===== src/rtl/serializer_stream_if.sv =====
// serializer_stream_if: word handshake in, framed serial bit out.
// master drives words in; slave is the serializer side.
interface serializer_stream_if #(
  parameter int DATA_W = 8
);
  logic              in_valid;
  logic              in_ready;
  logic [DATA_W-1:0] in_value;
  logic              o_bit;
  logic              o_valid;
  logic              o_first;
  logic              o_last;
  logic              busy;

  modport master (
    output in_valid,
    output in_value,
    input  in_ready,
    input  o_bit,
    input  o_valid,
    input  o_first,
    input  o_last,
    input  busy
  );

  modport slave (
    input  in_valid,
    input  in_value,
    output in_ready,
    output o_bit,
    output o_valid,
    output o_first,
    output o_last,
    output busy
  );
endinterface


===== src/rtl/serializer_stream.sv =====
// serializer_stream: DATA_W-bit words to a framed bit-serial line.
// One holding register lets back-to-back words stream gap-free.
module serializer_stream #(
  parameter int DATA_W    = 8,
  parameter bit MSB_FIRST = 1'b1,
  parameter bit IDLE_BIT  = 1'b0
) (
  input  logic               clk,
  input  logic               rst,
  serializer_stream_if.slave bus
);
  localparam int CW = $clog2(DATA_W);

  typedef enum logic {
    IDLE,
    SHIFT
  } state_t;

  state_t            state_q, state_d;
  logic [DATA_W-1:0] shreg_q, shreg_d;
  logic [DATA_W-1:0] hold_q, hold_d;
  logic [DATA_W-1:0] load_w;
  logic [CW-1:0]     cnt_q, cnt_d;
  logic              hold_full_q, hold_full_d;
  logic              bit_q, bit_d;
  logic              first_q, first_d;
  logic              last_q, last_d;
  logic              in_ready;
  logic              accept;
  logic              free;
  logic              load;

  assign in_ready = !hold_full_q && !rst;
  assign accept   = bus.in_valid && in_ready;
  assign free     = (state_q == IDLE) || last_q;

  always_comb begin
    state_d     = state_q;
    shreg_d     = shreg_q;
    hold_d      = hold_q;
    cnt_d       = cnt_q;
    hold_full_d = hold_full_q;
    bit_d       = bit_q;
    first_d     = first_q;
    last_d      = last_q;
    load        = 1'b0;
    load_w      = bus.in_value;

    // A held word always wins the shifter over a fresh one
    if (free) begin
      if (hold_full_q) begin
        load        = 1'b1;
        load_w      = hold_q;
        hold_full_d = 1'b0;
      end else if (accept) begin
        load = 1'b1;
      end
    end else if (accept) begin
      hold_d      = bus.in_value;
      hold_full_d = 1'b1;
    end

    unique case (1'b1)
      load: begin
        state_d = SHIFT;
        bit_d   = MSB_FIRST ? load_w[DATA_W-1] : load_w[0];
        shreg_d = MSB_FIRST ? (load_w << 1) : (load_w >> 1);
        cnt_d   = '0;
        first_d = 1'b1;
        last_d  = 1'b0;
      end
      !free: begin
        bit_d   = MSB_FIRST ? shreg_q[DATA_W-1] : shreg_q[0];
        shreg_d = MSB_FIRST ? (shreg_q << 1) : (shreg_q >> 1);
        cnt_d   = cnt_q + 1'b1;
        first_d = 1'b0;
        last_d  = (cnt_q == CW'(DATA_W - 2));
      end
      default: begin
        state_d = IDLE;
        bit_d   = IDLE_BIT;
        first_d = 1'b0;
        last_d  = 1'b0;
      end
    endcase
  end

  always_ff @(posedge clk) begin
    if (rst) begin
      state_q     <= IDLE;
      cnt_q       <= '0;
      hold_full_q <= 1'b0;
      bit_q       <= IDLE_BIT;
      first_q     <= 1'b0;
      last_q      <= 1'b0;
    end else begin
      state_q     <= state_d;
      cnt_q       <= cnt_d;
      hold_full_q <= hold_full_d;
      bit_q       <= bit_d;
      first_q     <= first_d;
      last_q      <= last_d;
    end
  end

  always_ff @(posedge clk) begin
    shreg_q <= shreg_d;
    hold_q  <= hold_d;
  end

  assign bus.in_ready = in_ready;
  assign bus.o_bit    = bit_q;
  assign bus.o_valid  = (state_q == SHIFT);
  assign bus.o_first  = first_q;
  assign bus.o_last   = last_q;
  assign bus.busy     = (state_q == SHIFT) || hold_full_q;
endmodule


===== src/flat_wrapper.sv =====
// flat-port wrapper written by rule: the top's interface ports become plain ports
module serializer_stream_flat 
#(
  parameter int DATA_W    = 8,
  parameter bit MSB_FIRST = 1'b1,
  parameter bit IDLE_BIT  = 1'b0
)
  (clk, rst, bus_in_valid, bus_in_value, bus_in_ready, bus_o_bit, bus_o_valid, bus_o_first, bus_o_last, bus_busy);
  serializer_stream_if #(.DATA_W(DATA_W)) bus_i ();
  input  logic clk;
  input  logic rst;
  input wire logic [$bits(bus_i.in_valid)-1:0] bus_in_valid;
  input wire logic [$bits(bus_i.in_value)-1:0] bus_in_value;
  output wire logic [$bits(bus_i.in_ready)-1:0] bus_in_ready;
  output wire logic [$bits(bus_i.o_bit)-1:0] bus_o_bit;
  output wire logic [$bits(bus_i.o_valid)-1:0] bus_o_valid;
  output wire logic [$bits(bus_i.o_first)-1:0] bus_o_first;
  output wire logic [$bits(bus_i.o_last)-1:0] bus_o_last;
  output wire logic [$bits(bus_i.busy)-1:0] bus_busy;
  assign bus_i.in_valid = bus_in_valid;
  assign bus_i.in_value = bus_in_value;
  assign bus_in_ready = bus_i.in_ready;
  assign bus_o_bit = bus_i.o_bit;
  assign bus_o_valid = bus_i.o_valid;
  assign bus_o_first = bus_i.o_first;
  assign bus_o_last = bus_i.o_last;
  assign bus_busy = bus_i.busy;
  serializer_stream #(.DATA_W(DATA_W), .MSB_FIRST(MSB_FIRST), .IDLE_BIT(IDLE_BIT)) u_core (.clk(clk), .rst(rst), .bus(bus_i));
endmodule

===== config.mk =====
export PLATFORM = sky130hd
export DESIGN_NAME = serializer_stream_flat
export DESIGN_NICKNAME = d
export VERILOG_FILES = /design/src/rtl/serializer_stream_if.sv /design/src/rtl/serializer_stream.sv /design/src/flat_wrapper.sv
export SDC_FILE = /design/constraint.sdc
export NUM_CORES = 1
export LEC_CHECK = 0
export ABC_AREA = 1
export BUFFER_PORTS_ARGS = -buffer_cell sky130_fd_sc_hd__clkbuf_2
export CAP_MARGIN = 20
export CORE_UTILIZATION = 55
export CTS_CLUSTER_DIAMETER = 50
export CTS_CLUSTER_SIZE = 30
export DETAILED_ROUTE_END_ITERATION = 10
export PLACE_DENSITY = 0.77
export REMOVE_ABC_BUFFERS = 1
export SKIP_CTS_REPAIR_TIMING = 1
export SYNTH_ARGS = -nofsm -noshare
export SYNTH_HDL_FRONTEND = slang
export SYNTH_SLANG_ARGS = --single-unit

===== constraint.sdc =====
create_clock -name clk -period 3.4 [get_ports clk]
set_input_delay 0.34 -clock clk [delete_from_list [all_inputs] [get_ports clk]]
set_output_delay 0.34 -clock clk [all_outputs]
set_load 0.03 [all_outputs]

==> results of run 1 <==
how the worst max path moves through the flow:
stage          depth (start not counted)  slack (ns)                to
6_report                               3        1.47          bus_busy
5_1_grt                                3        1.33          bus_busy
4_1_cts                                3        1.46          bus_busy
3_5_place_dp                           3        1.77  u_core.hold_q[0]
3_3_place_gp                           3        1.86  u_core.hold_q[4]
2_1_floorplan                          3        1.62  u_core.hold_q[0]
cell type report:
| type | instances | area (um2) |
|---|---|---|
| flip-flops and latches | 23 | 611 |
| multi-input cells | 61 | 332 |
| well taps | 25 | 31.3 |
| inverters | 7 | 26.3 |
| fillers | 148 | 621 |
| repair buffers | 16 | 80.1 |
| clock buffers | 4 | 26.3 |
placed cells by master, fill, tap and decap left out:
cell type and count:
sky130_fd_sc_hd__clkbuf_2 16, sky130_fd_sc_hd__nor2_1 12, sky130_fd_sc_hd__a21oi_2 2, sky130_fd_sc_hd__o211ai_1 1
sky130_fd_sc_hd__nand2_2 2, sky130_fd_sc_hd__nand2_4 1, sky130_fd_sc_hd__a21oi_1 13, sky130_fd_sc_hd__inv_2 2
sky130_fd_sc_hd__ha_1 2, sky130_fd_sc_hd__or2_1 1, sky130_fd_sc_hd__nand2_1 19, sky130_fd_sc_hd__clkbuf_1 1
sky130_fd_sc_hd__nand3_1 3, sky130_fd_sc_hd__nor2_4 1, sky130_fd_sc_hd__inv_1 5, sky130_fd_sc_hd__a21oi_4 1
sky130_fd_sc_hd__nand3_2 1, sky130_fd_sc_hd__dfxtp_1 8, sky130_fd_sc_hd__edfxtp_1 15, sky130_fd_sc_hd__o21ai_2 2
sky130_fd_sc_hd__clkbuf_4 3
sequential cells by signal, summed over array words and instances (netlist names):
| signal | flops |
|---|---|
| u_core.bus.o_last | 1 |
| u_core.hold_q | 8 |
| u_core.bus.o_valid | 1 |
| u_core.cnt_q | 3 |
| u_core.hold_full_q | 1 |
| u_core.bus.o_bit | 1 |
| u_core.bus.o_first | 1 |
| u_core.shreg_q | 7 |
cells by family after synthesis:
kind of cell | Yosys count
AO/OA/AOI/OAI | 19
flip-flops | 23
adder cells (fa/ha/maj) | 2
AND/OR/NAND/NOR | 40
buffers and inverters | 10
routing by layer:
| metal | GRT usage | vias to the layer above |
|---|---|---|
| met1 | 0.261 | 288 |
| met3 | 0.0240 | 2 |
| met5 | 0 | - |
| li1 | - | 353 |
| met2 | 0.297 | 27 |
| met4 | 0.0909 | 0 |
power by group:
| part | switching [mW] | leakage (nW) | internal (mW) |
|---|---|---|---|
| Combinational | 0.0433 | 0.236 | 0.0211 |
| Clock | 0.0734 | 0.0150 | 0.0456 |
| Sequential | 0.00698 | 0.205 | 0.316 |
stage by stage:
| stage | total power, mW | cell area [um2] | utilization |
|---|---|---|---|
| after global placement | 0.392 | 1080 | 0.625 |
| final | 0.507 | 1110 | 0.641 |
| after floorplan | 0.372 | 968 | - |
| after detailed placement | 0.395 | 1080 | 0.625 |
| after CTS | 0.513 | 1110 | 0.641 |
| after global routing | 0.530 | 1110 | 0.641 |
==> metrics.md, run 1 <==
| Metric | Value |
|---|---|
| DR iter-0 viols | `22` |
| Final Setup Violations | `0` |
| Synthesized-area fraction occupied by ao, oa, aoi and oai cells | `0.123` |
| Area of the die | `~2000 um2` |
| Unrepaired setup endpoints after global routing | `false` |
| Share of final-layout standard cells stronger than drive strength 1 | `0.279` |
| Peak ir drop on the vdd network | `0.254 mV` |
| Critical Setup Path Class | `flip-flop to primary output` |
| Launch instance of the worst min-delay path | `bus_in_value[6]` |
| Mapped Cells | `94` |
| Met3 Wirelength | `approximately 86 um` |
| Worst path cell trace | `inv_1 > nand2_1 > clkbuf_2` |
| Quantity of I/O buffers inserted on ports | `16` |
| First-pass detailed-route iteration total | `4` |
| Clock period minus worst slack | `between 1.5 and 2 ns` |
| Setup WS post-layout | `about 1.5 ns` |
| Sink Count | `23` |
| Highest Signal Layer | `met4` |
| Dominant combinational cell family by area after synthesis | `simple AND/OR/NAND/NOR gates` |
| Crit Reg-Reg Startpoint | `u_core.hold_full_q` |
| # Max-Cap Violations | `0` |
| Clock root buffer | `sky130_fd_sc_hd__clkbuf_4` |
| Yosys Warn Count | `0` |
| Pin count of the biggest net entering global routing | `14` |
| Std-Cell Core Area | `approximately 1700 um2` |
| Die boundary width | `approximately 45 um` |
| Critical Path Fanout Max | `13` |
| FP Rows | `15` |
| Post-route DRC violation count | `0` |
| Max stage delay on crit path | `roughly 0.68 ns` |
| CP delay by family, top | `flip-flops` |
| Critical path required time | `3.06 ns` |
| Number of antenna violations at the first check in global routing | `0` |
| Floorplan die height | `approximately 45 um` |
| Worst Hold Depth | `1` |
| Endpoint of the worst-slack reg-to-reg timing path | `u_core.hold_q[0]` |
| Worst Reg2Reg Path Length in Cells | `3` |
| Simple-gate area share of the yosys netlist | `0.182` |
| Number of vias per cell after detailed routing | `4.93` |
| Average wire per standard cell | `11.9 um` |
| Maximum frequency from static timing analysis | `roughly 520 MHz` |
| Overall Global Routing Usage | `0.189` |
| Ports | `17` |
| Worst slack, placed | `approximately 1.8 ns` |
| Primary flip-flop cell chosen by synthesis mapping | `sky130_fd_sc_hd__edfxtp_1` |
| Most frequent cells after synthesis | `sky130_fd_sc_hd__nand2_1 (19), sky130_fd_sc_hd__edfxtp_1 (15), sky130_fd_sc_hd__a21oi_1 (13)` |
| Final hold violations | `0` |
| Clock slew seen by the registers of the worst setup and hold paths | `0.11 ns` |
| Antenna cells | `0` |
| Setup slack of the worst register-to-register path | `around 1.8 ns` |
| Finished Layout Cells | `around 140` |
| Ranking of synthesized cells by area | `sky130_fd_sc_hd__edfxtp_1 (45%), sky130_fd_sc_hd__dfxtp_1 (16%), sky130_fd_sc_hd__nand2_1 (7.1%)` |
| Result of the run | `completed` |
| Arrival time at the worst endpoint | `about 1.6 ns` |
| Standard cell with the maximum stage delay on the critical path | `sky130_fd_sc_hd__dfxtp_1` |
| Clock tree from TritonCTS | `built` |
| Net count reported at finish | `125` |
| Critical path endpoint category | `primary output` |
| Slew @ Worst Pin | `approximately 0.66 ns` |
| Distinct cells, synth | `20` |
| Arithmetic-cell share of the synthesized area counting full adders, half adders and majority gates | `0.0249` |
| Clock latency at the later pin of the worst-skew pair | `between 0.2 and 0.3 ns` |
| Power density normalized to cell area | `roughly 460 nW/um2` |
| Routed wire length on met2 | `~730 um` |
| Number of flip-flops and latches in the synthesized netlist | `23` |
| FFs w/ async S/R, synth | `0` |
| Total via count in the routed design | `670` |
| Via count of the first global-routing pass | `slightly below 600` |
| Class of the worst hold path | `input port to flip-flop` |
| Hold EP | `u_core.hold_q[6]` |
| Number of CTS-inserted buffers | `3` |
| Max-slew violation total from the final report | `0` |
| Critical Path Source | `u_core.hold_full_q` |
| Hold_ws | `around 0.23 ns` |
| HPWL after detailed placement | `1180 um` |
| Overall overflow remaining after global route | `0` |
| Crit start category | `flip-flop` |
| Post-Route Skew | `0.000929 ns` |
| Yosys top cell by area | `sky130_fd_sc_hd__edfxtp_1` |
| Overall routed net length | `about 1600 um` |
| Share of Yosys cell area claimed by the top area cell type | `0.448` |
| Leak pwr | `0.457 nW` |
| Synthesized area per cell | `around 11 um2` |
| Worst-case headroom to the max-slew limit | `0.561` |
| Layout Area Growth over Synthesis | `9.95%` |
| H-tree levels | `1` |
| Setup tns final | `0 ns` |
| Post-Syn Area | `~1000 um2` |
| First-pass GRT wire length | `2680 um` |
| Residual antenna-violating net count after detailed routing | `0` |
| Period utilization | `0.566` |
| Final RePlAce weighted congestion | `0.756` |
| Post-synth EDFFs | `15` |
| Proportion of synthesized chip area in sequential cells | `0.607` |
| Count leader, synth | `sky130_fd_sc_hd__nand2_1` |
| Initial cell density of the core | `0.583` |
| Routed metal-1 wire length | `a little under 800 um` |
| Buffer and inverter count on the worst path | `2` |
| Mux cell area share after synthesis | `0` |
| Number of placed instances, taps included | `132` |
| Fraction of synthesized cell area in xor and xnor cells | `0` |
| Maximum clock insertion buffer count | `2` |
Power figures use the tool's default switching activity.
==> inputs of run 2 (changes only) <==
--- a/config.mk
+++ b/config.mk
@@ -8,11 +8,11 @@
 export ABC_AREA = 1
 export BUFFER_PORTS_ARGS = -buffer_cell sky130_fd_sc_hd__clkbuf_2
 export CAP_MARGIN = 20
-export CORE_UTILIZATION = 55
+export CORE_UTILIZATION = 53
 export CTS_CLUSTER_DIAMETER = 50
 export CTS_CLUSTER_SIZE = 30
 export DETAILED_ROUTE_END_ITERATION = 10
-export PLACE_DENSITY = 0.77
+export PLACE_DENSITY = 0.75
 export REMOVE_ABC_BUFFERS = 1
 export SKIP_CTS_REPAIR_TIMING = 1
 export SYNTH_ARGS = -nofsm -noshare
==> constraint.sdc (replaced) <==
create_clock -name clk -period 1.8 [get_ports clk]
set_input_delay 0.18 -clock clk [delete_from_list [all_inputs] [get_ports clk]]
set_output_delay 0.18 -clock clk [all_outputs]
set_load 0.03 [all_outputs]
==> metrics.md, run 2 (synthesized netlist as in run 1, its figures left out) <==
| Metric | Value |
|---|---|
| Maximum frequency from static timing analysis | `roughly 670 MHz` |
| H-tree levels | `1 (unchanged)` |
| Floorplan die height | `45.6 um (+1.8%)` |
| Clock slew seen by the registers of the worst setup and hold paths | `0.12 ns (about the same)` |
| Unrepaired setup endpoints after global routing | `false` |
| Routed wire length on met2 | `762 um (+5.1%)` |
| Cell internal power dissipation | `0.721 mW (+88%)` |
| Final RePlAce weighted congestion | `0.743 (-1.8%)` |
| Net count reported at finish | `127 (+1.6%)` |
| Quantity of I/O buffers inserted on ports | `16 (unchanged)` |
| Final Setup Violations | `0 (unchanged)` |
| Initial cell density of the core | `0.576 (-0.00626)` |
| # Max-Cap Violations | `0 (unchanged)` |
| Worst slack, placed | `0.592 ns (-1.18 ns)` |
| Power density normalized to cell area | `850 nW/um2 (+86%)` |
| Clock period minus worst slack | `~1.5 ns` |
| Fraction of power consumed by combinational cells | `0.130 (+0.003)` |
| Overall Global Routing Usage | `0.183 (-0.00587)` |
| DR iter-0 viols | `19 (-14%)` |
| Setup tns final | `0 ns (unchanged)` |
| Clock latency at the later pin of the worst-skew pair | `0.29 ns (about the same)` |
| Setup WS post-layout | `0.309 ns (-1.16 ns)` |
| Clock share of power | `0.231 (-0.004)` |
| Share of final-layout standard cells stronger than drive strength 1 | `0.301 (+0.0216)` |
| Largest registers | `u_core.hold_q x8, u_core.shreg_q x7, u_core.cnt_q x3` |
| Critical path endpoint category | `primary output` |
| Max reg flops | `8 (unchanged)` |
| Clock tree from TritonCTS | `built` |
| Highest Signal Layer | `met4` |
| Die boundary width | `45.6 um (+1.8%)` |
| Ports | `17 (unchanged)` |
| Number of vias per cell after detailed routing | `4.97 (+0.90%)` |
| Worst path cell trace | `buf_4 > inv_1 > nand2_1 > clkbuf_2` |
| Overall routed net length | `1640 um (+1.3%)` |
| Post-route DRC violation count | `0 (unchanged)` |
| Met3 Wirelength | `83 um (-3.5%)` |
| Launch instance of the worst min-delay path | `bus_in_value[3]` |
| Total via count in the routed design | `686 (+2.4%)` |
| Max-slew violation total from the final report | `0 (unchanged)` |
| Area of the die | `2080 um2 (+3.6%)` |
| Critical Path Source | `u_core.hold_full_q` |
| Post-route design area | `1120 um2 (+1.5%)` |
| Arrival time at the worst endpoint | `1.31 ns (-0.28 ns)` |
| Switching Fraction | `0.244 (+0.000266)` |
| Final hold violations | `0 (unchanged)` |
| Pin count of the biggest net entering global routing | `14 (unchanged)` |
| First-pass detailed-route iteration total | `6 (+2)` |
| Max stage delay on crit path | `0.35 ns (-0.33 ns)` |
| Critical Setup Path Class | `flip-flop to primary output` |
| Register containing the most flip-flops in the final layout | `u_core.hold_q` |
| Clock root buffer | `sky130_fd_sc_hd__clkbuf_4` |
| Count of filler cells inserted in the layout | `150 (+1.4%)` |
| Result of the run | `completed` |
| First-pass GRT wire length | `2670 um (-0.26%)` |
| FP Rows | `15 (unchanged)` |
| Residual antenna-violating net count after detailed routing | `0 (unchanged)` |
| Std-Cell Core Area | `1750 um2 (+1.1%)` |
| Critical path required time | `1.62 ns (-1.44 ns)` |
| Net load switching power | `0.233 mW (+89%)` |
| Sink Count | `23 (unchanged)` |
| Post-Route Skew | `0.00110 ns (+0.000171 ns)` |
| Via count of the first global-routing pass | `657 (+11%)` |
| Number of antenna violations at the first check in global routing | `0 (unchanged)` |
| Slew @ Worst Pin | `0.359 ns (-0.297 ns)` |
| Average wire per standard cell | `11.9 um (-0.17%)` |
| Class of the worst hold path | `input port to flip-flop` |
| Period utilization | `0.828` |
| Part of the power in registers | `0.639 (about the same)` |
| Peak ir drop on the vdd network | `0.490 mV (+93%)` |
| Worst-case headroom to the max-slew limit | `0.760 (+0.199)` |
| Top library cells by usage in the layout, fill and taps aside | `sky130_fd_sc_hd__nand2_1 (19), sky130_fd_sc_hd__clkbuf_2 (16), sky130_fd_sc_hd__edfxtp_1 (15)` |
| Most common library cell in the layout ignoring fill and taps | `sky130_fd_sc_hd__nand2_1` |
| Overall overflow remaining after global route | `0 (unchanged)` |
| Final core area utilization | `0.643 (+0.00243)` |
| Number of CTS-inserted buffers | `3 (unchanged)` |
| Standard cell with the maximum stage delay on the critical path | `sky130_fd_sc_hd__dfxtp_1` |
| Antenna cells | `0 (unchanged)` |
| Layout Area Growth over Synthesis | `11.6%` |
| Routed metal-1 wire length | `767 um (-3.5%)` |
| Placed instance area | `1090 um2 (+1.4%)` |
| Leak pwr | `0.470 nW (+3.0%)` |
| Crit Reg-Reg Startpoint | `u_core.bus.o_last` |
| HPWL after detailed placement | `1210 um (+2.5%)` |
| Crit start category | `flip-flop` |
| Maximum clock insertion buffer count | `2 (unchanged)` |
| Critical Path Fanout Max | `12 (-1)` |
-- run 2: cell types whose count changed in the layout (fill, tap and decap cells not counted), sizes merged --
cell / previous run / this run
buf: 0 / 2
clkinv: 0 / 1
clkbuf: 20 / 19
-- run 2: stage by stage --
step	std cells	hold WS [ns]	power [mW]
after global placement	134	0.380	0.744
after detailed placement	134	0.380	0.746
after global routing	138	0.0566	1.00
after CTS	138	0.0647	0.967
final	138	0.0719	0.954
after floorplan	91	0.249	0.702
-- run 2: critical path: cells and delay by family, from the launching register on --
| kind | cells | cell delay (ns) |
|---|---|---|
| DFF | 1 | 0.35 |
| and+or+nand+nor | 1 | 0.10 |
| buffers and inverters | 3 | 0.58 |
-- run 2: metal layers --
layer	track usage	vias up
met5	0	-
met4	0.0848	0
met3	0.0357	4
met2	0.291	21
met1	0.240	307
li1	-	354
-- run 2: cell type report --
cell class,instances,area (um2),share of cell area
tap,25,31.3,0.0279
timing repair buffer,18,95.1,0.0847
multi-input combinational,61,332,0.295
clock inverter,1,5.00,0.00446
clock buffer,3,22.5,0.0201
sequential,23,611,0.544
inverter,7,26.3,0.0234
-- run 2: final timing paths --
path                        to  slack [ns]  cells past startpoint
max reg2reg   u_core.hold_q[2]        0.60                      4
min reg2reg  u_core.bus.o_last        0.47                      2
min           u_core.hold_q[3]        0.07                      1
max                   bus_busy        0.31                      4
-- run 2: power by group through the flow --
stage	clock [mW]	combinational [mW]	sequential (mW)
final	0.220	0.124	0.609
after global routing	0.252	0.139	0.612
after CTS	0.232	0.125	0.610
after detailed placement	0	0.124	0.622
after global placement	0	0.123	0.620
after floorplan	0	0.0726	0.630
==> inputs of run 3 (changes only) <==
--- a/config.mk
+++ b/config.mk
@@ -8,11 +8,11 @@
 export ABC_AREA = 1
 export BUFFER_PORTS_ARGS = -buffer_cell sky130_fd_sc_hd__clkbuf_2
 export CAP_MARGIN = 20
-export CORE_UTILIZATION = 53
+export CORE_UTILIZATION = 48
 export CTS_CLUSTER_DIAMETER = 50
 export CTS_CLUSTER_SIZE = 30
 export DETAILED_ROUTE_END_ITERATION = 10
-export PLACE_DENSITY = 0.75
+export PLACE_DENSITY = 0.72
 export REMOVE_ABC_BUFFERS = 1
 export SKIP_CTS_REPAIR_TIMING = 1
 export SYNTH_ARGS = -nofsm -noshare
==> constraint.sdc (replaced) <==
create_clock -name clk -period 1.2 [get_ports clk]
set_input_delay 0.12 -clock clk [delete_from_list [all_inputs] [get_ports clk]]
set_output_delay 0.12 -clock clk [all_outputs]
set_load 0.03 [all_outputs]
==> metrics.md, run 3 (synthesized netlist as in run 1, its figures left out) <==
| Metric | Value |
|---|---|
| Result of the run | `complete, but fails checks` |
| Violated checks | `negative setup slack` |
| Max reg flops | `8 (unchanged)` |
| FP Rows | `16 (+1)` |
| HPWL after detailed placement | `1240 um (+2.6%)` |
| Met2 Use GR | `0.232 (-0.0590)` |
| Initial cell density of the core | `0.513 (-0.0636)` |
| Worst slack, placed | `0.0652 ns (-0.527 ns)` |
| Ports | `17 (unchanged)` |
| Number of vias per cell after detailed routing | `4.87 (-2.0%)` |
| Critical Setup Path Class | `flip-flop to flip-flop` |
| Arrival time at the worst endpoint | `1.35 ns (+0.04 ns)` |
| H-tree levels | `1 (unchanged)` |
| Placed instance area | `1130 um2 (+3.4%)` |
| Clock period minus worst slack | `approximately 1.3 ns` |
| Overall Global Routing Usage | `0.165 (-0.0179)` |
| Peak ir drop on the vdd network | `0.709 mV (+45%)` |
| Number of placed instances, taps included | `139 (+3.7%)` |
| Average wire per standard cell | `13.5 um (+14%)` |
| Unrepaired setup endpoints after global routing | `true` |
| Critical Path Fanout Max | `7 (-5)` |
| Net count reported at finish | `145 (+14%)` |
| Register containing the most flip-flops in the final layout | `u_core.hold_q` |
| Residual antenna-violating net count after detailed routing | `0 (unchanged)` |
| Largest registers | `u_core.hold_q x8, u_core.shreg_q x7, u_core.cnt_q x3` |
| Clock root buffer | `sky130_fd_sc_hd__clkbuf_4` |
| First-pass detailed-route iteration total | `6 (unchanged)` |
| Total via count in the routed design | `770 (+12%)` |
| Critical path endpoint category | `flip-flop` |
| Post-route design area | `1320 um2 (+17%)` |
| Post-route DRC violation count | `0 (unchanged)` |
| First-pass GRT wire length | `2520 um (-5.7%)` |
| Quantity of I/O buffers inserted on ports | `16 (unchanged)` |
| Class of the worst hold path | `input port to flip-flop` |
| Global Route met3 Usage | `0.0340 (-0.00175)` |
| Critical path required time | `1.28 ns (-0.34 ns)` |
| Std-Cell Core Area | `1960 um2 (+12%)` |
| Clock latency at the later pin of the worst-skew pair | `0.31 ns (+0.02 ns)` |
| Setup WS post-layout | `-0.0694 ns (-0.379 ns)` |
| Sink Count | `23 (unchanged)` |
| Via count of the first global-routing pass | `561 (-15%)` |
| Number of antenna violations at the first check in global routing | `0 (unchanged)` |
| Final RePlAce weighted congestion | `0.794 (+7.0%)` |
| Most common library cell in the layout ignoring fill and taps | `sky130_fd_sc_hd__nand2_1` |
| Die boundary width | `47.8 um (+4.9%)` |
| DR iter-0 viols | `34 (+15)` |
| Pin count of the biggest net entering global routing | `13 (-1)` |
| Overall overflow remaining after global route | `0 (unchanged)` |
| Period utilization | `1.06` |
| Floorplan die height | `47.8 um (+4.9%)` |
| Met1 Use GR | `0.247 (+0.00742)` |
| Area of the die | `2280 um2 (+10%)` |
| Overall routed net length | `2130 um (+30%)` |
| # Max-Cap Violations | `0 (unchanged)` |
| Maximum frequency from static timing analysis | `788 MHz` |
| Max-slew violation total from the final report | `0 (unchanged)` |
| Post-Route Skew | `0.0128 ns (+0.0117 ns)` |
| Power density normalized to cell area | `1160 nW/um2 (+36%)` |
| Worst-case headroom to the max-slew limit | `0.863 (+0.103)` |
| Top library cells by usage in the layout, fill and taps aside | `sky130_fd_sc_hd__nand2_1 (18), sky130_fd_sc_hd__edfxtp_1 (15), sky130_fd_sc_hd__clkbuf_2 (14)` |
| Clock tree from TritonCTS | `built` |
| Number of CTS-inserted buffers | `3 (unchanged)` |
| Gr busiest metal | `met1` |
| Layout Area Growth over Synthesis | `30.7%` |
| Final hold violations | `0 (unchanged)` |
| Antenna cells | `0 (unchanged)` |
| Leak pwr | `0.557 nW (+18%)` |
| Maximum clock insertion buffer count | `2 (unchanged)` |
| Slew @ Worst Pin | `0.205 ns (-0.154 ns)` |
| Share of final-layout standard cells stronger than drive strength 1 | `0.366 (+0.0655)` |
| Clock slew seen by the registers of the worst setup and hold paths | `0.14 ns (+0.02 ns)` |
| Finished Layout Cells | `158 (+14%)` |
| Hold_ws | `0.0153 ns (-0.0567 ns)` |
| Final Setup Violations | `10 (+10)` |
| Crit start category | `flip-flop` |
run 3: cell types whose count changed in the layout (fill, tap and decap cells not counted), sizes merged:
cell and change:
clkbuf -1, inv -1, buf +12, clkinv -1, dlygate4sd3 +8, clkinvlp +1
run 3: worst paths after layout:
kind | slack [ns] | to | startpoint | depth (start not counted)
min reg2reg | 0.48 | u_core.bus.o_last | u_core.cnt_q[2] | 2
max | -0.07 | u_core.shreg_q[2] | u_core.hold_full_q | 6
min | 0.02 | u_core.hold_q[4] | bus_in_value[4] | 1
max reg2reg | -0.07 | u_core.shreg_q[2] | u_core.hold_full_q | 6
run 3: layer usage:
| layer | up-vias | share of wire |
|---|---|---|
| met5 | - | 0 |
| met4 | 0 | 0.0056 |
| met3 | 2 | 0.040 |
| met2 | 23 | 0.50 |
| met1 | 353 | 0.45 |
| li1 | 392 | - |
run 3: worst max-delay path, cell delays in order, from the launching register on:
cell and delay [ns]:
sky130_fd_sc_hd__dfxtp_2 0.38, sky130_fd_sc_hd__buf_12 0.12, sky130_fd_sc_hd__clkinvlp_4 0.12, sky130_fd_sc_hd__buf_4 0.17
sky130_fd_sc_hd__buf_4 0.13, sky130_fd_sc_hd__nand2_1 0.06, sky130_fd_sc_hd__a21oi_1 0.06
run 3: final cells by class:
cell class	count	area, um2
inverters	7	30.0
clock buffers	4	26.3
well taps	27	33.8
repair buffers	36	272
flip-flops and latches	23	614
multi-input cells	61	339
fillers	152	647
run 3: stage by stage:
step / util / TNS, ns / power [mW]
after floorplan: - / -4.83 / 1.05
after global placement: 0.577 / 0 / 1.13
after detailed placement: 0.577 / 0 / 1.13
after CTS: 0.591 / -0.227 / 1.48
after global routing: 0.670 / -1.19 / 1.59
final: 0.670 / -0.268 / 1.52
run 3: power breakdown:
part	switching, mW	total [mW]	internal, mW
clock network	0.232	0.362	0.129
logic	0.139	0.242	0.102
registers	0.0189	0.915	0.897
total	0.391	1.52	1.13
